==> config.mk <==
export PLATFORM = sky130hd
export DESIGN_NAME = netdma_report_builder_flat
export DESIGN_NICKNAME = d
export VERILOG_FILES = /design/src/rtl/netdma_pkg.sv /design/src/rtl/netdma_report_builder_if.sv /design/src/rtl/netdma_report_fifo.sv /design/src/rtl/netdma_report_builder.sv /design/src/flat_wrapper.sv
export SDC_FILE = /design/constraint.sdc
export NUM_CORES = 1
export LEC_CHECK = 0
export ABC_AREA = 1
export CELL_PAD_IN_SITES_DETAIL_PLACEMENT = 1
export CELL_PAD_IN_SITES_GLOBAL_PLACEMENT = 2
export CORE_ASPECT_RATIO = 1.75
export CORE_UTILIZATION = 36
export DETAILED_ROUTE_END_ITERATION = 6
export PLACE_DENSITY_LB_ADDON = 0.1
export SKIP_CTS_REPAIR_TIMING = 1
export SYNTH_ARGS = -nofsm -noshare
export SYNTH_HDL_FRONTEND = slang
export SYNTH_HIERARCHICAL = 1
export SYNTH_SLANG_ARGS = --single-unit
==> constraint.sdc <==
create_clock -name clk_i -period 3.3 [get_ports clk_i]
set_input_delay 0.33 -clock clk_i [delete_from_list [all_inputs] [get_ports clk_i]]
set_output_delay 0.33 -clock clk_i [all_outputs]
set_load 0.03 [all_outputs]
==> src/rtl/netdma_pkg.sv <==
// Shared types and default widths for the DMA completion-report path.
package netdma_pkg;

  localparam int unsigned DefDescIdW   = 8;
  localparam int unsigned DefByteCntW  = 16;
  localparam int unsigned DefBeatBytesW = 4;
  localparam int unsigned DefErrW      = 4;
  localparam int unsigned DefFifoDepth = 16;

  typedef struct packed {
    logic                   err;
    logic [DefErrW-1:0]     err_code;
    logic [DefDescIdW-1:0]  desc_id;
    logic [DefByteCntW-1:0] byte_cnt;
  } report_t;

  typedef enum logic {
    IRQ_IDLE_S,
    IRQ_ASSERTED_S
  } irq_state_t;

endpackage

==> src/rtl/netdma_report_builder_if.sv <==
// Beat stream, report FIFO host port and interrupt signals of the report builder.
interface netdma_report_builder_if #(
  parameter int unsigned DESC_ID_W    = netdma_pkg::DefDescIdW,
  parameter int unsigned BYTE_CNT_W   = netdma_pkg::DefByteCntW,
  parameter int unsigned BEAT_BYTES_W = netdma_pkg::DefBeatBytesW,
  parameter int unsigned ERR_W        = netdma_pkg::DefErrW,
  parameter int unsigned FIFO_DEPTH   = netdma_pkg::DefFifoDepth
);
  localparam int unsigned ReportW = 1 + ERR_W + DESC_ID_W + BYTE_CNT_W;
  localparam int unsigned UsedW   = $clog2(FIFO_DEPTH) + 1;

  logic                    make_report_i;
  logic [DESC_ID_W-1:0]    desc_id_i;
  logic                    beat_valid_i;
  logic [BEAT_BYTES_W-1:0] beat_bytes_i;
  logic                    error_i;
  logic [ERR_W-1:0]        error_code_i;
  logic                    report_rd_i;
  logic [ReportW-1:0]      report_data_o;
  logic                    report_empty_o;
  logic [UsedW-1:0]        report_used_o;
  logic                    overflow_o;
  logic                    overflow_clr_i;
  logic                    irq_o;
  logic                    irq_ack_i;

  modport master (
    output make_report_i, desc_id_i, beat_valid_i, beat_bytes_i, error_i, error_code_i,
    output report_rd_i, overflow_clr_i, irq_ack_i,
    input  report_data_o, report_empty_o, report_used_o, overflow_o, irq_o
  );

  modport slave (
    input  make_report_i, desc_id_i, beat_valid_i, beat_bytes_i, error_i, error_code_i,
    input  report_rd_i, overflow_clr_i, irq_ack_i,
    output report_data_o, report_empty_o, report_used_o, overflow_o, irq_o
  );
endinterface

==> src/rtl/netdma_report_fifo.sv <==
// Synchronous show-ahead FIFO; pointers carry an extra wrap bit to tell full from empty.
module netdma_report_fifo #(
  parameter int unsigned Width = 29,
  parameter int unsigned Depth = 16
) (
  input  logic                    clk_i,
  input  logic                    rst_i,
  input  logic                    wrreq_i,
  input  logic                    rdreq_i,
  input  logic [Width-1:0]        data_i,
  output logic [Width-1:0]        q_o,
  output logic                    empty_o,
  output logic                    full_o,
  output logic [$clog2(Depth):0]  used_o
);
  localparam int unsigned AddrW = $clog2(Depth);

  logic [Width-1:0] mem_q [Depth];
  logic [AddrW:0]   wr_ptr_q, rd_ptr_q;
  logic             do_rd, do_wr;

  always_comb begin
    empty_o = (wr_ptr_q == rd_ptr_q);
    full_o  = (wr_ptr_q[AddrW] != rd_ptr_q[AddrW]) &&
              (wr_ptr_q[AddrW-1:0] == rd_ptr_q[AddrW-1:0]);
    used_o  = wr_ptr_q - rd_ptr_q;
    do_rd   = rdreq_i && !empty_o;
    // A pop frees the slot this cycle, so a push to a full FIFO is still accepted.
    do_wr   = wrreq_i && (!full_o || do_rd);
    q_o     = mem_q[rd_ptr_q[AddrW-1:0]];
  end

  always_ff @(posedge clk_i or posedge rst_i) begin
    if (rst_i) begin
      wr_ptr_q <= '0;
      rd_ptr_q <= '0;
    end else begin
      if (do_wr) wr_ptr_q <= wr_ptr_q + 1'b1;
      if (do_rd) rd_ptr_q <= rd_ptr_q + 1'b1;
    end
  end

  always_ff @(posedge clk_i) begin
    if (do_wr) mem_q[wr_ptr_q[AddrW-1:0]] <= data_i;
  end
endmodule

==> src/rtl/netdma_report_builder.sv <==
// Accumulates per-transfer byte count and first error, queues completion reports for the
// host and raises a coalesced level interrupt (threshold or timeout) with explicit ack.
module netdma_report_builder
  import netdma_pkg::*;
#(
  parameter int unsigned DESC_ID_W    = DefDescIdW,
  parameter int unsigned BYTE_CNT_W   = DefByteCntW,
  parameter int unsigned BEAT_BYTES_W = DefBeatBytesW,
  parameter int unsigned ERR_W        = DefErrW,
  parameter int unsigned FIFO_DEPTH   = DefFifoDepth,
  parameter int unsigned IRQ_THRESH   = 4,
  parameter int unsigned IRQ_TIMEOUT  = 1024
) (
  input logic                    clk_i,
  input logic                    rst_i,
  netdma_report_builder_if.slave bus
);
  localparam int unsigned ReportW = 1 + ERR_W + DESC_ID_W + BYTE_CNT_W;
  localparam int unsigned UsedW   = $clog2(FIFO_DEPTH) + 1;
  localparam int unsigned TimerW  = $clog2(IRQ_TIMEOUT + 1);
  localparam logic [UsedW-1:0]  ThreshU     = UsedW'(IRQ_THRESH);
  localparam logic [TimerW-1:0] TimeoutLast = TimerW'(IRQ_TIMEOUT - 1);

  logic [BYTE_CNT_W-1:0] byte_cnt_q, byte_cnt_d, byte_cnt_sat;
  logic [BYTE_CNT_W:0]   byte_sum;
  logic                  err_q, err_d;
  logic [ERR_W-1:0]      err_code_q, err_code_d, err_code_rep;
  logic [ReportW-1:0]    report;
  logic                  fifo_empty, fifo_full;
  logic [UsedW-1:0]      fifo_used;
  logic                  overflow_q, overflow_d;
  logic [TimerW-1:0]     timer_q, timer_d;
  irq_state_t            irq_state_q, irq_state_d;
  logic                  irq_cond;

  // The beat and error seen in the make_report cycle still belong to the closing transfer.
  always_comb begin
    byte_sum     = {1'b0, byte_cnt_q} +
                   (BYTE_CNT_W + 1)'(bus.beat_valid_i ? bus.beat_bytes_i : '0);
    byte_cnt_sat = byte_sum[BYTE_CNT_W] ? '1 : byte_sum[BYTE_CNT_W-1:0];
    err_code_rep = err_q ? err_code_q : (bus.error_i ? bus.error_code_i : '0);
    report       = {err_q | bus.error_i, err_code_rep, bus.desc_id_i, byte_cnt_sat};

    byte_cnt_d = byte_cnt_sat;
    err_d      = err_q;
    err_code_d = err_code_q;
    if (bus.make_report_i) begin
      byte_cnt_d = '0;
      err_d      = 1'b0;
      err_code_d = '0;
    end else if (bus.error_i && !err_q) begin
      err_d      = 1'b1;
      err_code_d = bus.error_code_i;
    end
  end

  netdma_report_fifo #(
    .Width(ReportW),
    .Depth(FIFO_DEPTH)
  ) u_fifo (
    .clk_i  (clk_i),
    .rst_i  (rst_i),
    .wrreq_i(bus.make_report_i),
    .rdreq_i(bus.report_rd_i),
    .data_i (report),
    .q_o    (bus.report_data_o),
    .empty_o(fifo_empty),
    .full_o (fifo_full),
    .used_o (fifo_used)
  );

  always_comb begin
    overflow_d = overflow_q;
    if (bus.make_report_i && fifo_full && !bus.report_rd_i) overflow_d = 1'b1;
    else if (bus.overflow_clr_i)                            overflow_d = 1'b0;

    irq_cond = (fifo_used >= ThreshU) || (!fifo_empty && (timer_q == TimeoutLast));
    timer_d  = (fifo_empty || irq_state_q == IRQ_ASSERTED_S) ? '0 : timer_q + TimerW'(1);

    irq_state_d = irq_state_q;
    unique case (irq_state_q)
      IRQ_IDLE_S:     if (irq_cond) irq_state_d = IRQ_ASSERTED_S;
      IRQ_ASSERTED_S: if (bus.irq_ack_i) irq_state_d = IRQ_IDLE_S;
      default:        irq_state_d = IRQ_IDLE_S;
    endcase
  end

  always_ff @(posedge clk_i or posedge rst_i) begin
    if (rst_i) begin
      byte_cnt_q  <= '0;
      err_q       <= 1'b0;
      err_code_q  <= '0;
      overflow_q  <= 1'b0;
      timer_q     <= '0;
      irq_state_q <= IRQ_IDLE_S;
    end else begin
      byte_cnt_q  <= byte_cnt_d;
      err_q       <= err_d;
      err_code_q  <= err_code_d;
      overflow_q  <= overflow_d;
      timer_q     <= timer_d;
      irq_state_q <= irq_state_d;
    end
  end

  assign bus.report_empty_o = fifo_empty;
  assign bus.report_used_o  = fifo_used;
  assign bus.overflow_o     = overflow_q;
  assign bus.irq_o          = (irq_state_q == IRQ_ASSERTED_S);
endmodule
==> src/flat_wrapper.sv <==
// flat-port wrapper written by rule: the top's interface ports become plain ports
module netdma_report_builder_flat import netdma_pkg::*;
#(
  parameter int unsigned DESC_ID_W    = DefDescIdW,
  parameter int unsigned BYTE_CNT_W   = DefByteCntW,
  parameter int unsigned BEAT_BYTES_W = DefBeatBytesW,
  parameter int unsigned ERR_W        = DefErrW,
  parameter int unsigned FIFO_DEPTH   = DefFifoDepth,
  parameter int unsigned IRQ_THRESH   = 4,
  parameter int unsigned IRQ_TIMEOUT  = 1024
)
  (clk_i, rst_i, bus_make_report_i, bus_desc_id_i, bus_beat_valid_i, bus_beat_bytes_i, bus_error_i, bus_error_code_i, bus_report_rd_i, bus_overflow_clr_i, bus_irq_ack_i, bus_report_data_o, bus_report_empty_o, bus_report_used_o, bus_overflow_o, bus_irq_o);
  netdma_report_builder_if #(.DESC_ID_W(DESC_ID_W), .BYTE_CNT_W(BYTE_CNT_W), .BEAT_BYTES_W(BEAT_BYTES_W), .ERR_W(ERR_W), .FIFO_DEPTH(FIFO_DEPTH)) bus_i ();
  input logic clk_i;
  input logic rst_i;
  input wire logic [$bits(bus_i.make_report_i)-1:0] bus_make_report_i;
  input wire logic [$bits(bus_i.desc_id_i)-1:0] bus_desc_id_i;
  input wire logic [$bits(bus_i.beat_valid_i)-1:0] bus_beat_valid_i;
  input wire logic [$bits(bus_i.beat_bytes_i)-1:0] bus_beat_bytes_i;
  input wire logic [$bits(bus_i.error_i)-1:0] bus_error_i;
  input wire logic [$bits(bus_i.error_code_i)-1:0] bus_error_code_i;
  input wire logic [$bits(bus_i.report_rd_i)-1:0] bus_report_rd_i;
  input wire logic [$bits(bus_i.overflow_clr_i)-1:0] bus_overflow_clr_i;
  input wire logic [$bits(bus_i.irq_ack_i)-1:0] bus_irq_ack_i;
  output wire logic [$bits(bus_i.report_data_o)-1:0] bus_report_data_o;
  output wire logic [$bits(bus_i.report_empty_o)-1:0] bus_report_empty_o;
  output wire logic [$bits(bus_i.report_used_o)-1:0] bus_report_used_o;
  output wire logic [$bits(bus_i.overflow_o)-1:0] bus_overflow_o;
  output wire logic [$bits(bus_i.irq_o)-1:0] bus_irq_o;
  assign bus_i.make_report_i = bus_make_report_i;
  assign bus_i.desc_id_i = bus_desc_id_i;
  assign bus_i.beat_valid_i = bus_beat_valid_i;
  assign bus_i.beat_bytes_i = bus_beat_bytes_i;
  assign bus_i.error_i = bus_error_i;
  assign bus_i.error_code_i = bus_error_code_i;
  assign bus_i.report_rd_i = bus_report_rd_i;
  assign bus_i.overflow_clr_i = bus_overflow_clr_i;
  assign bus_i.irq_ack_i = bus_irq_ack_i;
  assign bus_report_data_o = bus_i.report_data_o;
  assign bus_report_empty_o = bus_i.report_empty_o;
  assign bus_report_used_o = bus_i.report_used_o;
  assign bus_overflow_o = bus_i.overflow_o;
  assign bus_irq_o = bus_i.irq_o;
  netdma_report_builder #(.DESC_ID_W(DESC_ID_W), .BYTE_CNT_W(BYTE_CNT_W), .BEAT_BYTES_W(BEAT_BYTES_W), .ERR_W(ERR_W), .FIFO_DEPTH(FIFO_DEPTH), .IRQ_THRESH(IRQ_THRESH), .IRQ_TIMEOUT(IRQ_TIMEOUT)) u_core (.clk_i(clk_i), .rst_i(rst_i), .bus(bus_i));
endmodule
==> metrics.md, run 1 <==
| Metric | Value |
|---|---|
| First-pass GRT wire length | `104000 um` |
| RSZ-0062 raised after global routing | `no` |
| Vias | `15900` |
| Leak Pwr | `11.9 nW` |
| Synthesized cell area | `0.0231 mm2` |
| Setup Skew | `0.0357 ns` |
| Max VDD drop | `0.000676 V` |
| Routed WL | `69100 um` |
| All-Layer GR Usage | `21.3%` |
| Largest family of logic cells by synthesized area | `simple AND/OR/NAND/NOR gates` |
| Status | `finished, violations left` |
| Routed len/inst | `between 20 and 25 um` |
| Io pins | `61` |
| Cell variety after synth | `41` |
| Cell Rows | `122` |
| CTS tree | `built` |
| I/O Buffers | `60` |
| FF/Latch Area | `~0.015 mm2` |
| Pin count of the biggest net entering global routing | `138` |
| Post-synthesis mux area share | `0.0488%` |
| Die height | `337 um` |
| Clock transition at path regs | `0.07 ns` |
| Worst setup margin | `between 0.15 and 0.2 ns` |
| Max_slew headroom | `around 29%` |
| Die footprint | `0.0652 mm2` |
| Post-synth ARST share | `8.66%` |
| Area of the multi-input gates | `0.00579 mm2` |
| Via/cell ratio | `4.84` |
| Worst Tran Pin Value | `~1.1 ns` |
| Synthesized instance count | `2384` |
| CP Launch Type | `register` |
| Mapped Nets | `2424` |
| Max Cap Viol | `0` |
| Compound-Gate Fraction of Synth Area | `less than 1%` |
| Number of global-route vias before repair | `16800` |
| Simple-gate area share of the yosys netlist | `22.2%` |
| CTS sink count | `508` |
| GRT overflow | `0` |
| Final core utilization | `roughly two fifths` |
| Syn Area/Cell | `9.69 um2` |
| Crit path time final | `about 3.1 ns` |
| CP Data Required Time | `2.97 ns` |
| Die X | `~190 um` |
| Hold Crit Class | `in2async` |
| CP Capture Type | `primary output` |
| Initial antenna violation count | `0` |
| Final Hold Fails | `0` |
| CP Data Arrival Time | `between 2 and 3 ns` |
| DRT iter0 DRCs | `824` |
| Worst-Skew Late Latency | `~0.60 ns` |
| Crit Path Category | `reg2out` |
| Antenna fix cells | `0` |
| Seq cells post-synth | `between 500 and 600` |
| CP max FO | `33` |
| Final nets | `2477` |
| Final RePlAce weighted congestion | `between 0.7 and 0.8` |
| Setup violators final | `0` |
| FMAX | `about 0.32 GHz` |
| Placeable Area | `0.0633 mm2` |
| DRC Markers | `4` |
| Post-DP HPWL | `39700 um` |
| Area share of xor/xnor cells in the synthesized design | `0.455%` |
| Routed Antenna Nets | `0` |
| Area growth syn-to-layout | `15.0%` |
| Final period util | `94.6%` |
| Slew Viols, Final | `0` |
| Fill cells | `7063` |
| EDFF count, synth | `approximately 460` |
| Clk root buf | `clkbuf_16` |
| Layout cells sized above 1 | `8.24%` |
| Violated checks | `DRC` |
| CTS H-tree depth | `2` |
| Initial DRT Pass Iterations | `7` |
| Initial core utilization | `approximately 36%` |
| Num CTS Buffers | `between 40 and 50` |
| Worst-case clock buffer depth | `3` |
| Post-synthesis sequential area ratio | `65.1%` |
| Flop-to-flop setup slack | `roughly 0.33 ns` |
| Top FF cell, synth | `edfxtp_1` |
| Ys Warns | `6` |
| Cell area power density | `slightly below 900 mW/mm2` |
| Post-synthesis adder-cell area fraction | `0.932%` |
| Pre-CTS setup slack | `0.201 ns` |
registers in the layout, indices dropped and copies added (netlist names):
| register | cells |
|---|---|
| u_core/timer_q | 11 |
| u_core/err_q | 1 |
| u_core/u_fifo/rd_ptr_q | 5 |
| u_core/bus.overflow_o | 1 |
| u_core/bus.irq_o | 1 |
| u_core/byte_cnt_q | 16 |
| u_core/err_code_q | 4 |
| u_core/u_fifo/wr_ptr_q | 5 |
| u_core/u_fifo/mem_q | 464 |
placed cells by master, fill, tap and decap left out, drive strengths merged, types with 4 or more instances in the layout:
| master | n |
|---|---|
| nor2 | 50 |
| nand3 | 328 |
| a21oi | 25 |
| nand4 | 4 |
| nor3 | 5 |
| dfrtp | 44 |
| clkdlybuf4s50 | 26 |
| ha | 14 |
| o21ai | 6 |
| edfxtp | 464 |
| clkinv | 20 |
| nand2 | 826 |
| bufinv | 4 |
| inv | 494 |
| xor2 | 11 |
| buf | 74 |
| clkbuf | 67 |
metrics by stage:
stage / hold WS [ns] / instances / power [mW] / instance area [um2] / TNS (ns)
after detailed placement: 0.461 / 3191 / 17.7 / 24900 / 0
after floorplan: 0.170 / 2384 / 13.6 / 23100 / -15.12
final: 0.0670 / 3283 / 23.2 / 26600 / 0
after global routing: 0.108 / 3283 / 24.5 / 26600 / 0
after CTS: 0.0573 / 3282 / 23.5 / 26500 / -1.10
after global placement: 0.450 / 3191 / 17.7 / 24900 / 0
final timing paths:
path	start	end	cells past startpoint
worst max-delay path	u_core/u_fifo/rd_ptr_q[2]	bus_report_data_o[9]	9
worst min-delay path	rst_i	u_core/u_fifo/wr_ptr_q[1]	2
worst max register to register	u_core/u_fifo/wr_ptr_q[2]	u_core/u_fifo/mem_q[5][18]	8
worst min register to register	u_core/timer_q[0]	u_core/timer_q[0]	1
max in group asynchronous	rst_i	u_core/byte_cnt_q[9]	3
min in group clk_i	bus_error_i	u_core/err_q	3
cells in the mapped netlist (2+ instances only):
cell	instances	share of area (%)
o21ai_0	5	0.11
buf_1	12	0.20
a21oi_1	22	0.48
o21a_1	2	0.065
nand4_1	2	0.054
nor2_4	2	0.098
clkbuf_1	15	0.24
nor2_1	42	0.68
buf_6	4	0.20
a21oi_2	3	0.11
nor2_2	5	0.14
inv_4	2	0.054
nand2_1	822	13
xor2_1	11	0.42
buf_2	46	1.0
buf_4	22	0.72
fa_1	2	0.17
inv_2	4	0.065
inv_1	488	7.9
edfxtp_1	464	60
dfrtp_1	44	4.8
ha_1	14	0.76
nand2_2	4	0.11
nand3_1	322	7.0
nor3_1	5	0.11
nand3_2	5	0.22
where the power goes:
part           switching (mW)  internal (mW)  leakage, nW
Sequential              0.175           7.63         4.85
Combinational            6.49           3.17         6.29
Clock                    2.47           3.29        0.801
Total                    9.13           14.1         11.9
critical path, cell delays in order, from the launching register on:
cell and delay [ns]:
dfrtp_2 0.37, buf_4 0.56, nand2_1 0.17, inv_2 0.09, buf_4 0.37, nand2_1 0.12
nand2_1 0.09, inv_1 0.04, nand2_1 0.18, buf_12 0.15
metal layers:
| metal | track usage, % | share of wire, % | vias to the layer above |
|---|---|---|---|
| met5 | 0 | 0 | - |
| met4 | 6.69 | 2.6 | 0 |
| met3 | 1.93 | 2.2 | 92 |
| met2 | 39.8 | 52 | 200 |
| met1 | 25.8 | 43 | 8009 |
| li1 | - | - | 7599 |
cell families (layout without fill, tap and decap cells):
logic type                 Yosys count  after routing
and+or+nand+nor                   1217           1217
xor gates and xnor gates            12             12
buffers and inverters              594            687
AOI/OAI and AO/OA                   36             36
adders and majority gates           16             16
muxes                                1              1
DFF                                508            508
layout make-up:
class | instances | share of cell area (%)
clock buffers | 66 | 5.28
clock inverters | 25 | 0.858
inverters | 495 | 7.05
multi-input cells | 1282 | 21.8
flip-flops and latches | 508 | 56.7
well taps | 806 | 3.80
repair buffers | 101 | 4.56
No activity file was read; power rests on OpenSTA's default activity.
==> run 2: changes to the inputs <==
CAP_MARGIN = 0   (was not set)
SKIP_CTS_REPAIR_TIMING = not set   (was 1)
==> run 2 against run 1 <==
Compared with the run above: the flow still finishes with violations (DRC); final area barely moved; sequential share of layout area barely moved; final cell count did not move; combinational power barely moved; first-iteration DRC count rose by 3.4%; clock power barely moved; non-clock buffer count did not move; wire length rose by 0.19%; worst hold slack improved by 0.0039 ns; largest power group unchanged; highest routed layer unchanged.
==> metrics.md, run 2 (synthesis results as in run 1) <==
| Metric | Value |
|---|---|
| Status | `finished, violations left` |
| Violated checks | `DRC` |
| Worst Tran Pin Value | `1.05 ns` |
| Initial antenna violation count | `0` |
| Routed len/inst | `21.1 um` |
| CTS H-tree depth | `2` |
| First-pass GRT wire length | `around 100000 um` |
| Largest register FFs | `about 460` |
| Pin count of the biggest net entering global routing | `119` |
| Crit path time final | `3.11 ns` |
| Worst R2R End | `u_core/u_fifo/mem_q[5][18]` |
| Num CTS Buffers | `about 50` |
| Initial core utilization | `between 30% and 40%` |
| Post-route insts no fill | `approximately 3300` |
| Commonest non-fill, non-tap cell in the layout | `nand2_1` |
| Layout cells sized above 1 | `8.24%` |
| Post-CTS setup buffers | `0` |
| Setup violators final | `0` |
| Placed insts | `about 3200` |
| FMAX | `between 0.3 and 0.4 GHz` |
| Die height | `337 um` |
| I/O Buffers | `60` |
| Routed Antenna Nets | `0` |
| Io pins | `61` |
| Die X | `193 um` |
| All-Layer GR Usage | `21.6%` |
| Number of global-route vias before repair | `around 17000` |
| Commonest cells after routing, fill and taps aside | `822 x nand2_1, 486 x inv_1, 464 x edfxtp_1` |
| Post-DP HPWL | `39700 um` |
| Crit Path Category | `reg2out` |
| Setup Skew | `0.0369 ns` |
| DRT iter0 DRCs | `between 800 and 900` |
| Leak Pwr | `~12 nW` |
| Max_slew headroom | `29.8%` |
| CP Data Arrival Time | `around 2.8 ns` |
| Worst-case clock buffer depth | `3` |
| Hold Slack | `between 0.07 and 0.08 ns` |
| Flop-to-flop setup slack | `0.34 ns` |
| Worst reg2reg startpoint | `u_core/u_fifo/wr_ptr_q[2]` |
| CP Data Required Time | `between 2 and 3 ns` |
| Die footprint | `0.0652 mm2` |
| CP max FO | `33` |
| CTS tree | `built` |
| Area growth syn-to-layout | `15.0%` |
| Final RePlAce weighted congestion | `between 0.7 and 0.8` |
| Final core utilization | `41.9%` |
| Slew Viols, Final | `0` |
| Placeable Area | `between 0.06 and 0.07 mm2` |
| CP Capture Type | `primary output` |
| CP Launch Type | `register` |
| Routed WL | `69200 um` |
| Clock transition at path regs | `0.07 ns` |
| Clk root buf | `clkbuf_16` |
| Cell area power density | `just under 900 mW/mm2` |
| Initial DRT Pass Iterations | `7` |
| Antenna fix cells | `0` |
| Max VDD drop | `around 0.00068 V` |
| Final nets | `2477` |
| CTS sink count | `508` |
| Hold Crit Class | `in2async` |
| Worst-Skew Late Latency | `about 0.60 ns` |
| Worst setup margin | `between 0.15 and 0.2 ns` |
| Hold-fix buffers, CTS | `0` |
| RSZ-0062 raised after global routing | `no` |
| Final Hold Fails | `0` |
| Pre-CTS setup slack | `approximately 0.2 ns` |
| Cell count of the worst reg-to-reg path | `8` |
| Max Cap Viol | `0` |
| Final period util | `94.2%` |
| GRT overflow | `0` |
| Cell Rows | `122` |
| Vias | `~16000` |
| Setup TNS | `0 ns` |
| DRC Markers | `3` |
| Via/cell ratio | `a little under 5` |
run 2: cell types whose count changed in the layout (fill, tap and decap cells not counted), sizes merged:
cell,before,now
bufbuf,0,1
clkbuf,67,66
run 2: worst max path at each step:
stage                                       endpoint                 startpoint  cells after the start  slack [ns]
final                           bus_report_data_o[9]  u_core/u_fifo/rd_ptr_q[2]                      9        0.19
after global routing           bus_report_data_o[16]  u_core/u_fifo/rd_ptr_q[2]                      9        0.03
after CTS                      bus_report_data_o[24]  u_core/u_fifo/rd_ptr_q[0]                     10        0.02
after detailed placement   u_core/u_fifo/mem_q[8][6]           bus_beat_valid_i                     11        0.20
after global placement     u_core/u_fifo/mem_q[8][6]           bus_beat_valid_i                     11        0.26
after floorplan           u_core/u_fifo/mem_q[10][0]  u_core/u_fifo/rd_ptr_q[1]                     10       -0.05
run 2: timing repair:
item	4_1_cts	5_1_grt
resized for setup	3	4
setup endpoints to repair	18	8
cloned	1	0
run 2: routing by layer:
metal / global-route usage, % / part of all wire (%)
met1: 26.1 / 42
met2: 40.2 / 53
met3: 1.94 / 2.6
met4: 6.81 / 2.7
met5: 0 / 0
run 2: worst max-delay path, stage by stage (launching register included):
cell     delay [ns]
dfrtp_2        0.37
buf_4          0.56
nand2_1        0.17
inv_2          0.09
buf_4          0.36
nand2_1        0.11
nand2_1        0.09
inv_1          0.04
nand2_1        0.18
buf_12         0.15
run 2: layout make-up:
| cell class | count | area [um2] |
|---|---|---|
| Timing Repair Buffer | 101 | 1220 |
| Inverter | 495 | 1870 |
| Tap cell | 806 | 1010 |
| Sequential cell | 508 | 15000 |
| Multi-Input combinational cell | 1282 | 5790 |
| Clock inverter | 25 | 228 |
| Fill cell | 7062 | 36800 |
| Clock buffer | 66 | 1400 |
run 2: power breakdown:
| group | internal, mW | switching, mW |
|---|---|---|
| logic | 3.19 | 6.48 |
| clock network | 3.29 | 2.47 |
| registers | 7.63 | 0.176 |
run 2: per-stage QoR:
stage / area [um2] / power (mW)
after floorplan: 23100 / 13.6
after global placement: 24900 / 17.7
after detailed placement: 24900 / 17.7
after CTS: 26500 / 23.6
after global routing: 26600 / 24.5
final: 26600 / 23.2
==> run 3: changes to the inputs <==
ABC_CLOCK_PERIOD_IN_PS = 3300   (was not set)
CORE_ASPECT_RATIO = 0.5   (was 1.75)
==> run 3 against run 2 <==
Compared with the run above: the run now ends clean; sequential power about the same; critical path depth increased by 2; non-clock buffer count increased by 1; die area about the same; register-to-register slack improved by 0.07 ns; clock power decreased by 7.1%; clock-buffer cell count unchanged; maximum frequency decreased by 1.4%.
==> metrics.md, run 3 (synthesis results as in run 1) <==
| Metric | Value |
|---|---|
| Status | `finished, final reports clean` |
| Final Hold Fails | `0` |
| Io pins | `61` |
| Crit path time final | `3.15 ns` |
| Final nets | `around 2500` |
| CP max FO | `56` |
| Total internal power | `between 10 and 15 mW` |
| Worst Tran Pin Value | `0.911 ns` |
| FMAX | `0.317 GHz` |
| Vias | `between 15000 and 20000` |
| Number of global-route vias before repair | `roughly 17000` |
| Post-DP HPWL | `roughly 39000 um` |
| Hold Slack | `0.116 ns` |
| Clk root buf | `clkbuf_16` |
| CTS sink count | `508` |
| Post-placement cell area | `0.0249 mm2` |
| Final period util | `95.5%` |
| Routed WL | `69200 um` |
| Largest register FFs | `464` |
| Final RePlAce weighted congestion | `0.755` |
| Max incr delay on CP | `0.54 ns` |
| Final core utilization | `41.8%` |
| Max_slew headroom | `39.1%` |
| Via/cell ratio | `4.78` |
| Commonest non-fill, non-tap cell in the layout | `nand2_1` |
| Pin count of the biggest net entering global routing | `119` |
| Max VDD drop | `0.000685 V` |
| I/O Buffers | `60` |
| Critical-path cell list | `buf_16 > inv_16 > buf_12 > nand2_1 > nand3_1 > nand2_1 > nand2_1 > nand2_1 > inv_1 > nand2_1 > buf_12` |
| CTS tree | `built` |
| Fill cells | `7071` |
| CP Launch Type | `register` |
| CP Data Required Time | `2.97 ns` |
| CP delay by family, top | `buffers and inverters` |
| Hold Crit Class | `in2async` |
| Setup Skew | `~0.021 ns` |
| GRT overflow | `0` |
| Worst-Skew Late Latency | `0.59 ns` |
| Slew Viols, Final | `0` |
| Routed Antenna Nets | `0` |
| DRC Markers | `0` |
| Fin area | `about 0.026 mm2` |
| Die X | `360 um` |
| P_sw | `~9.2 mW` |
| CP Data Arrival Time | `2.82 ns` |
| Cell Rows | `65` |
| Clock transition at path regs | `0.06 ns` |
| DRT iter0 DRCs | `1028` |
| Area of the multi-input gates | `0.00579 mm2` |
| Sequential power share | `34.4%` |
| All-Layer GR Usage | `between 20% and 30%` |
| Max Cap Viol | `0` |
| Setup TNS | `0 ns` |
| Placed insts | `3222` |
| Initial antenna violation count | `1` |
| Worst setup margin | `~0.15 ns` |
| Placeable Area | `roughly 0.063 mm2` |
| Crit-path slowest cell | `dfrtp_4` |
| CP Capture Type | `primary output` |
| Antenna fix cells | `0` |
| Hold-fix buffers, CTS | `0` |
| Sw Ratio | `40.4%` |
| Tot Pwr | `22.7 mW` |
| Post-CTS setup buffers | `0` |
| Worst-case clock buffer depth | `3` |
| First-pass GRT wire length | `between 100000 and 150000 um` |
| Routed len/inst | `roughly 21 um` |
| Die footprint | `0.0652 mm2` |
| Area growth syn-to-layout | `14.3%` |
| Combinational share of power | `a little over two fifths` |
| Num CTS Buffers | `49` |
| Initial core utilization | `36.6%` |
| Cell area power density | `860 mW/mm2` |
| Cell repeated most along the worst path | `nand2_1` |
| Post-route insts no fill | `3313` |
| Crit Path Category | `reg2out` |
| FF/Latch Area | `0.0150 mm2` |
| Initial DRT Pass Iterations | `5` |
| Pre-CTS setup slack | `0.129 ns` |
| Buffer and inverter count on the worst path | `5` |
| Layout cells sized above 1 | `7.88%` |
| CTS H-tree depth | `2` |
| Clock power frac | `23.6%` |
| RSZ-0062 raised after global routing | `no` |
| Die height | `181 um` |
| Leak Pwr | `roughly 12 nW` |
| Commonest cells after routing, fill and taps aside | `822 x nand2_1, 486 x inv_1, 464 x edfxtp_1` |
| Setup violators final | `0` |
## run 3: cell count changes in the layout (fill, tap and decap cells not counted), moves of 3 or more
cell,change
buf_4,+4
buf_12,-6
clkbuf_8,-4
bufinv_16,-3
clkbuf_1,+6
## run 3: metal layers
metal	wire [um]	vias to the layer above	global-route usage, %
met3	2180	64	2.58
li1	-	7602	-
met4	920	0	3.32
met2	31000	192	34.4
met1	35100	7972	32.2
met5	0	-	0
## run 3: what timing repair did
item | in CTS | in global routing
resized for setup | 5 | 1
gates cloned | 1 | 1
pin swaps | 0 | 0
endpoints found under the setup margin | 17 | 15
## run 3: power by group through the flow
stage          Clock [mW]  Sequential, mW  Combinational, mW
6_report             5.35            7.82               9.53
3_5_place_dp            0            7.94               9.52
4_1_cts              5.52            7.81               9.68
5_1_grt              5.75            7.86               10.5
2_1_floorplan           0            7.89               5.70
3_3_place_gp            0            7.93               9.54
## run 3: final timing paths
| kind | startpoint | end | slack, ns | cells past startpoint |
|---|---|---|---|---|
| max | u_core/u_fifo/rd_ptr_q[0] | bus_report_data_o[11] | 0.15 | 11 |
| max reg2reg | u_core/u_fifo/wr_ptr_q[0] | u_core/u_fifo/mem_q[10][12] | 0.41 | 9 |
| min in group clk_i | bus_overflow_clr_i | u_core/bus.overflow_o | 0.34 | 2 |
| min reg2reg | u_core/timer_q[0] | u_core/timer_q[0] | 0.47 | 1 |
| max in group asynchronous | rst_i | u_core/byte_cnt_q[13] | 2.32 | 3 |
| min | rst_i | u_core/u_fifo/rd_ptr_q[1] | 0.12 | 2 |
## run 3: layout make-up
cell class,count,area share (%)
repair buffers,102,4.49
inverters,495,7.11
clock inverters,23,0.526
clock buffers,66,5.00
multi-input cells,1282,21.9
well taps,837,3.97
flip-flops and latches,508,57.0
